--- src/rtl/multicycle_control.sv ---
// Multicycle RISC-V style control unit: Moore FSM sequencing fetch, decode
// and execute steps, plus the ALU-operation and immediate-format decoders.
module multicycle_control (
  input  logic       clk,
  input  logic       rst,
  input  logic [6:0] op,
  input  logic [2:0] funct3,
  input  logic       funct7b5,
  input  logic       zero,
  output logic       pc_write,
  output logic       adr_src,
  output logic       mem_write,
  output logic       ir_write,
  output logic [1:0] result_src,
  output logic [1:0] alu_src_a,
  output logic [1:0] alu_src_b,
  output logic [1:0] imm_src,
  output logic       reg_write,
  output logic [2:0] alucontrol,
  output logic [3:0] state
);

  localparam logic [6:0] OpLoad   = 7'b0000011;
  localparam logic [6:0] OpStore  = 7'b0100011;
  localparam logic [6:0] OpRtype  = 7'b0110011;
  localparam logic [6:0] OpItype  = 7'b0010011;
  localparam logic [6:0] OpJal    = 7'b1101111;
  localparam logic [6:0] OpBranch = 7'b1100011;

  localparam logic [2:0] AluAdd = 3'b000;
  localparam logic [2:0] AluSub = 3'b001;
  localparam logic [2:0] AluAnd = 3'b010;
  localparam logic [2:0] AluOr  = 3'b011;

  typedef enum logic [3:0] {
    StFetch    = 4'd0,
    StDecode   = 4'd1,
    StMemAdr   = 4'd2,
    StMemRead  = 4'd3,
    StMemWb    = 4'd4,
    StMemWrite = 4'd5,
    StExecuteR = 4'd6,
    StAluWb    = 4'd7,
    StExecuteI = 4'd8,
    StJal      = 4'd9,
    StBeq      = 4'd10
  } state_e;

  state_e     state_q, state_d;
  logic [2:0] alu_decoded;
  logic       pc_write_raw, mem_write_raw, ir_write_raw, reg_write_raw;

  // State register with synchronous reset back to fetch.
  always_ff @(posedge clk) begin
    if (rst) begin
      state_q <= StFetch;
    end else begin
      state_q <= state_d;
    end
  end

  // ALU operation from funct fields; only R-type may turn funct3 000 into sub.
  always_comb begin
    alu_decoded = AluAdd;
    case (funct3)
      3'b000:  alu_decoded = (op == OpRtype && funct7b5) ? AluSub : AluAdd;
      3'b111:  alu_decoded = AluAnd;
      3'b110:  alu_decoded = AluOr;
      default: alu_decoded = AluAdd;
    endcase
  end

  // Immediate format is a pure function of the opcode in every state.
  always_comb begin
    imm_src = 2'b00;
    case (op)
      OpStore:  imm_src = 2'b01;
      OpBranch: imm_src = 2'b10;
      OpJal:    imm_src = 2'b11;
      default:  imm_src = 2'b00;
    endcase
  end

  // Next-state and Moore outputs; pc_write in BEQ is the only input-dependent output.
  always_comb begin
    state_d       = StFetch;
    pc_write_raw  = 1'b0;
    adr_src       = 1'b0;
    mem_write_raw = 1'b0;
    ir_write_raw  = 1'b0;
    result_src    = 2'b00;
    alu_src_a     = 2'b00;
    alu_src_b     = 2'b00;
    reg_write_raw = 1'b0;
    alucontrol    = AluAdd;
    case (state_q)
      StFetch: begin
        ir_write_raw = 1'b1;
        alu_src_b    = 2'b10;
        result_src   = 2'b10;
        pc_write_raw = 1'b1;
        state_d      = StDecode;
      end
      StDecode: begin
        alu_src_a = 2'b01;
        alu_src_b = 2'b01;
        case (op)
          OpLoad, OpStore: state_d = StMemAdr;
          OpRtype:         state_d = StExecuteR;
          OpItype:         state_d = StExecuteI;
          OpJal:           state_d = StJal;
          OpBranch:        state_d = StBeq;
          default:         state_d = StFetch;
        endcase
      end
      StMemAdr: begin
        alu_src_a = 2'b10;
        alu_src_b = 2'b01;
        state_d   = (op == OpLoad) ? StMemRead : StMemWrite;
      end
      StMemRead: begin
        adr_src = 1'b1;
        state_d = StMemWb;
      end
      StMemWb: begin
        result_src    = 2'b01;
        reg_write_raw = 1'b1;
        state_d       = StFetch;
      end
      StMemWrite: begin
        adr_src       = 1'b1;
        mem_write_raw = 1'b1;
        state_d       = StFetch;
      end
      StExecuteR: begin
        alu_src_a  = 2'b10;
        alucontrol = alu_decoded;
        state_d    = StAluWb;
      end
      StExecuteI: begin
        alu_src_a  = 2'b10;
        alu_src_b  = 2'b01;
        alucontrol = alu_decoded;
        state_d    = StAluWb;
      end
      StAluWb: begin
        reg_write_raw = 1'b1;
        state_d       = StFetch;
      end
      StJal: begin
        alu_src_a    = 2'b01;
        alu_src_b    = 2'b10;
        pc_write_raw = 1'b1;
        state_d      = StAluWb;
      end
      StBeq: begin
        alu_src_a    = 2'b10;
        alucontrol   = AluSub;
        pc_write_raw = zero && (funct3 == 3'b000);
        state_d      = StFetch;
      end
      default: state_d = StFetch;
    endcase
  end

  // Write enables are held off for the whole time reset is asserted.
  assign pc_write  = pc_write_raw & ~rst;
  assign mem_write = mem_write_raw & ~rst;
  assign ir_write  = ir_write_raw & ~rst;
  assign reg_write = reg_write_raw & ~rst;
  assign state     = state_q;

endmodule

--- config.mk ---
export PLATFORM = sky130hd
export DESIGN_NAME = multicycle_control
export DESIGN_NICKNAME = d
export VERILOG_FILES = /design/src/rtl/multicycle_control.sv
export SDC_FILE = /design/constraint.sdc
export NUM_CORES = 1
export LEC_CHECK = 0
export CORE_MARGIN = 2
export CORE_UTILIZATION = 30
export CTS_CLUSTER_SIZE = 30
export DETAILED_ROUTE_END_ITERATION = 12
export PLACE_DENSITY = 0.64
export SLEW_MARGIN = 30
export SYNTH_ARGS = -nofsm -noshare
export SYNTH_HDL_FRONTEND = slang
export SYNTH_SLANG_ARGS = --single-unit
--- constraint.sdc ---
create_clock -name clk -period 1.69 [get_ports clk]
set_input_delay 0.338 -clock clk [delete_from_list [all_inputs] [get_ports clk]]
set_output_delay 0.338 -clock clk [all_outputs]
set_load 0.05 [all_outputs]
# After elaboration in Yosys (flattened, before gate mapping)
# Index checks and enable logic that the tools add are counted.
# Widths: inputs -> output; s select.
dict set report classes {
  bitwise_logic 5
  mux 15
  n_reduce_logical 13
  eq_ne 18
}
# op count
set op_table {}
lappend op_table {{$pmux 4 s5} 2}
lappend op_table {{$eq 4x3->1 const B} 4}
lappend op_table {{$eq 7x6->1 const B} 2}
lappend op_table {{$eq 7x7->1 const B} 2}
lappend op_table {{$eq 4x4->1 const B} 3}
lappend op_table {{$pmux 2 s2} 3}
lappend op_table {{$pmux 2 s3} 2}
lappend op_table {{$reduce_or 2->1} 6}
lappend op_table {{$eq 4x2->1 const B} 2}
lappend op_table {{$eq 7x2->1 const B} 1}
lappend op_table {{$eq 7x5->1 const B} 1}
lappend op_table {{$eq 3x3->1 const B} 2}
lappend op_table {{$pmux 3 s2} 1}
lappend op_table {{$reduce_or 3->1} 2}
lappend op_table {{$mux 1} 5}
lappend op_table {{$and 1x1->1} 4}
lappend op_table {{$eq 4x1->1 const B} 1}
lappend op_table {{$logic_not 4->1} 1}
lappend op_table {{$reduce_or 4->1} 1}
lappend op_table {{$logic_not 3->1} 1}
lappend op_table {{$mux 3} 1}
lappend op_table {{$logic_and 1x1->1} 2}
lappend op_table {{$pmux 1 s2} 1}
lappend op_table {{$not 1->1} 1}
dict set report word_totals {
  output_inout_bits 20
  ff_bits 4
}

# Depth between registers and ports, before layout
dict set report depth {
  ltp_word 5
  mapped_depth 5
  mapped_depth_nobuf 4
}

# Worst setup path after synthesis
# OpenSTA, ideal clock, no wires.
dict set report synth_path {
  kind {reg2out}
  start {register state_q[1], in the netlist state[1]}
  end {output port pc_write}
  required_time_ns 1.352
  path_stages_with_launch 5
  arrival_ns 3.712
  n_path_buf 1
  slack_ns -2.360
  cell_sequence {dfxtp_1 > buf_1 > nor2b_1 > a31oi_1 > a2111oi_0}
}
dict set report synth_between {
  elab_chain_len 4
}
# item line
set synth_lines {}
lappend synth_lines {{start, declared} 49} ;# state_e state_q, state_d;
lappend synth_lines {{start signal, assigned} 56} ;# state_q <= StFetch;
lappend synth_lines {{start signal, assigned} 58} ;# state_q <= state_d;
lappend synth_lines {{$eq 4x4->1 or $logic_not 4->1 (tied branches)} 96} ;# case (state_q)
lappend synth_lines {{$reduce_or 2->1 (no source line)} -}
lappend synth_lines {{$pmux 1 s2 *} 96}
lappend synth_lines {{$and 1x1->1 *} 167} ;# assign pc_write = pc_write_raw & ~rst;
lappend synth_lines {{end, declared} 10} ;# output logic pc_write,
# Mark *: on every way between the ends. The rest lies on a longest branch, timed or not.

# Worst setup path after layout
dict set report layout_path {
  start {register state_q[3], in the netlist state[3]}
  end {output port alucontrol[0]}
}
dict set report layout_between {
  elab_chain_len 3
}
# item line
set layout_lines {}
lappend layout_lines {{$eq 4x4->1 or $eq 4x3->1 (tied branches)} 96}
lappend layout_lines {{$reduce_or 2->1 (no source line)} -}
lappend layout_lines {{$pmux 3 s2 *} 96}
lappend layout_lines {{end, declared} 19} ;# output logic [2:0] alucontrol,
# Marked as above.

==> results.txt <==
Root buffer cell - clkbuf_4
First drt pass iteration count - 4
RePlAce Congestion - 0.7578
Buffers on Ports - 32
Status - finished, violations left
Post-Syn Area - 531.8 um2
Initial Utilization - 31.48%
Die area - 2125 um2
Critical Path RT - 1350 ps
Setup TNS - -900.5 ps
Post-DP HPWL - 1.501 mm
Seq cells post-synth - 4
Number of flip-flops in the largest register - 4
Hold WC Path Type - input pin to register
Hold WS - 605.6 ps
Clk_lat worst skew - 250 ps
Multi-input gate area in the final layout - 649.4 um2
DRT antenna net count - 0
Final WL - 3.025 mm
Place WS - -410.7 ps
Pleak - 0.6248 nW
Via density - 5.819
DR WL/cell - 19.52 um
Max-Cap Viols - 0
CORE AREA - 1689 um2
Hold Vio Cnt, Final - 0
CP max stage cell - or4_1
N_diodes - 0
First-pass GRT wire length - 4.181 mm
Seq/Total Area, Yosys - 15.06%
CTS tree - built
Layout cells sized above 1 - 60.87%
Via count - 902
Final Cycle Share - 118.4%
Pwr Total - 0.5349 mW
I/O pin cnt - 34
Filler cell count - 54
Crit path max-delay family - simple AND/OR/NAND/NOR gates
RSZ-0062 raised after global routing - true
Final Instance Area - 1564 um2
Antenna violations before repair - 0
Register Area - 95.09 um2
Final setup margin - -310.8 ps
Hold path startpoint - op[3]
Crit-path max FO - 3
Syn nets - 94
Worst Hold Path Cells - 4
Syn Inst Count - 80
Number of global-route vias before repair - 897
Worst R2R Setup Slack - 240 ps
First DRT Iteration DRCs - 18
YS warnings - 0
Worst VDD drop - 0.3614 mV
PD cells - 342.0 nW/um2
R2R Path Start - state[1]
CTS sink count - 4
CP max stage delay - 410 ps
Post-synth cell types - 36
CTS Buf Count - 3
Final #Nets - 154
Die Ht - 46.10 um
Largest net degree at the start of global routing - 12
Max-slew violation count - 0
Clock Path Buffers - 2
CTS H-tree depth - 1
Reg2Reg Depth - 7
CP bufs+invs - 1
Arrival time worst endpoint - 1660 ps
Chip width - 46.10 um
Grt ovf - 0
Final non-filler cell total - 155
Layout Area Growth over Synthesis - 194.1%
Util after Layout - 92.59%
GRT Overall Usage - 27.75%
# rows - 15
Placed standard-cell area - 1311 um2
Critical-path cell list - and3b_1, a21oi_2, or4_1, o211ai_1, clkbuf_16
Residual DRC count - 0
Layout Skew - 4.650 ps
Tmin final - 2001 ps
Placed cells - 143
Worst R2R End - state[2]
Crit Path Class - register to output port
Mapped Avg Cell Area - 6.647 um2
Max frequency - 0.4998 GHz
Crit. End Element - output port
Clock-pin slew on the worst setup and hold paths - 40 ps
Worst Hold Path EP - state[3]
Finish-stage setup viols - 7
Worst Setup Start Kind - register
Failing checks - setup timing
[tightest hold or removal path: cells and delay by family]
kind,cells,cell delay [ps]
compound gates,1,130
buf+inv,2,310
simple gates,1,40
[worst max-delay path by stage]
stage | slack, ps | from | depth (start not counted) | end
after floorplan | -240 | state[1] | 4 | pc_write
after global routing | -370 | state[3] | 5 | alucontrol[0]
after detailed placement | -410 | funct3[2] | 5 | pc_write
final | -310 | state[3] | 5 | alucontrol[0]
after global placement | -420 | funct3[2] | 5 | pc_write
after CTS | -280 | state[3] | 5 | alucontrol[0]
[cell usage after synthesis]
library cell	instances	area, um2
a31oi_1	2	12.51
a21oi_1	6	30.03
or4_1	2	15.01
or3_1	1	6.260
and3b_1	2	17.52
nand3_1	1	5.000
o22ai_1	1	6.260
nor3_1	8	40.04
nand2b_1	7	43.79
a211oi_1	1	7.510
o31a_1	1	8.760
nand4bb_1	1	11.26
and4bb_2	1	12.51
a2111oi_0	1	8.760
and3_2	1	7.510
o211ai_1	1	7.510
a21o_1	1	7.510
dfxtp_1	4	80.08
buf_4	1	7.510
nor4_1	2	12.51
clkbuf_1	4	15.01
xnor2_1	2	17.52
nand4_1	1	6.260
nor3b_1	2	15.01
nand2_1	3	11.26
o21ai_0	4	20.02
o31ai_1	1	7.510
nor2_1	8	30.03
buf_1	1	3.750
nor2b_1	2	12.51
conb_1	1	3.750
a2111o_1	1	11.26
inv_1	1	3.750
and3_1	2	12.51
o21a_1	1	7.510
and2_1	1	6.260
[cell usage in the layout, fill, tap and decap left out, types with 4 or more instances in the layout]
cell and count:
nor2_1 5, a21oi_1 4, dlygate4sd2_1 9, buf_8 4, buf_4 21, buf_6 4
buf_12 17, nor3_4 5, dfxtp_4 4, nand2b_4 6
[where the power goes]
group / switching (mW) / internal (mW) / total (mW)
registers: 0.0108 / 0.0927 / 0.104
clock network: 0.0525 / 0.0804 / 0.133
logic: 0.155 / 0.143 / 0.299
[routing by layer]
metal	vias up	track usage [%]	wire (um)
met5	-	0	0
met1	426	33.89	1193
met3	9	4.314	144
met2	45	48.06	1598
met4	0	10.86	89
li1	422	-	-
[what timing repair did]
action / 4_1_cts / 5_1_grt
gates cloned: 0 / 0
gates resized for setup: 39 / 16
hold buffers: 0 / 0
endpoints found under the hold margin: 0 / 0
setup endpoints to repair: 14 / 11
pin swaps: 17 / 10
buffers inserted: 6 / 5
[logic make-up after synthesis]
logic type | share of synthesized area (%)
AO/OA/AOI/OAI | 25.42
XOR/XNOR | 3.295
buffers and inverters | 5.645
flip-flops | 15.06
other | 0.7052
AND/OR/NAND/NOR | 49.88
[cell type report]
class	instances	share of cell area [%]
sequential	4	6.080
timing repair buffer	61	49.36
inverter	1	0.2400
tap	17	1.360
multi-input combinational	69	41.52
clock buffer	3	1.440
Power figures use the tool's default switching activity.
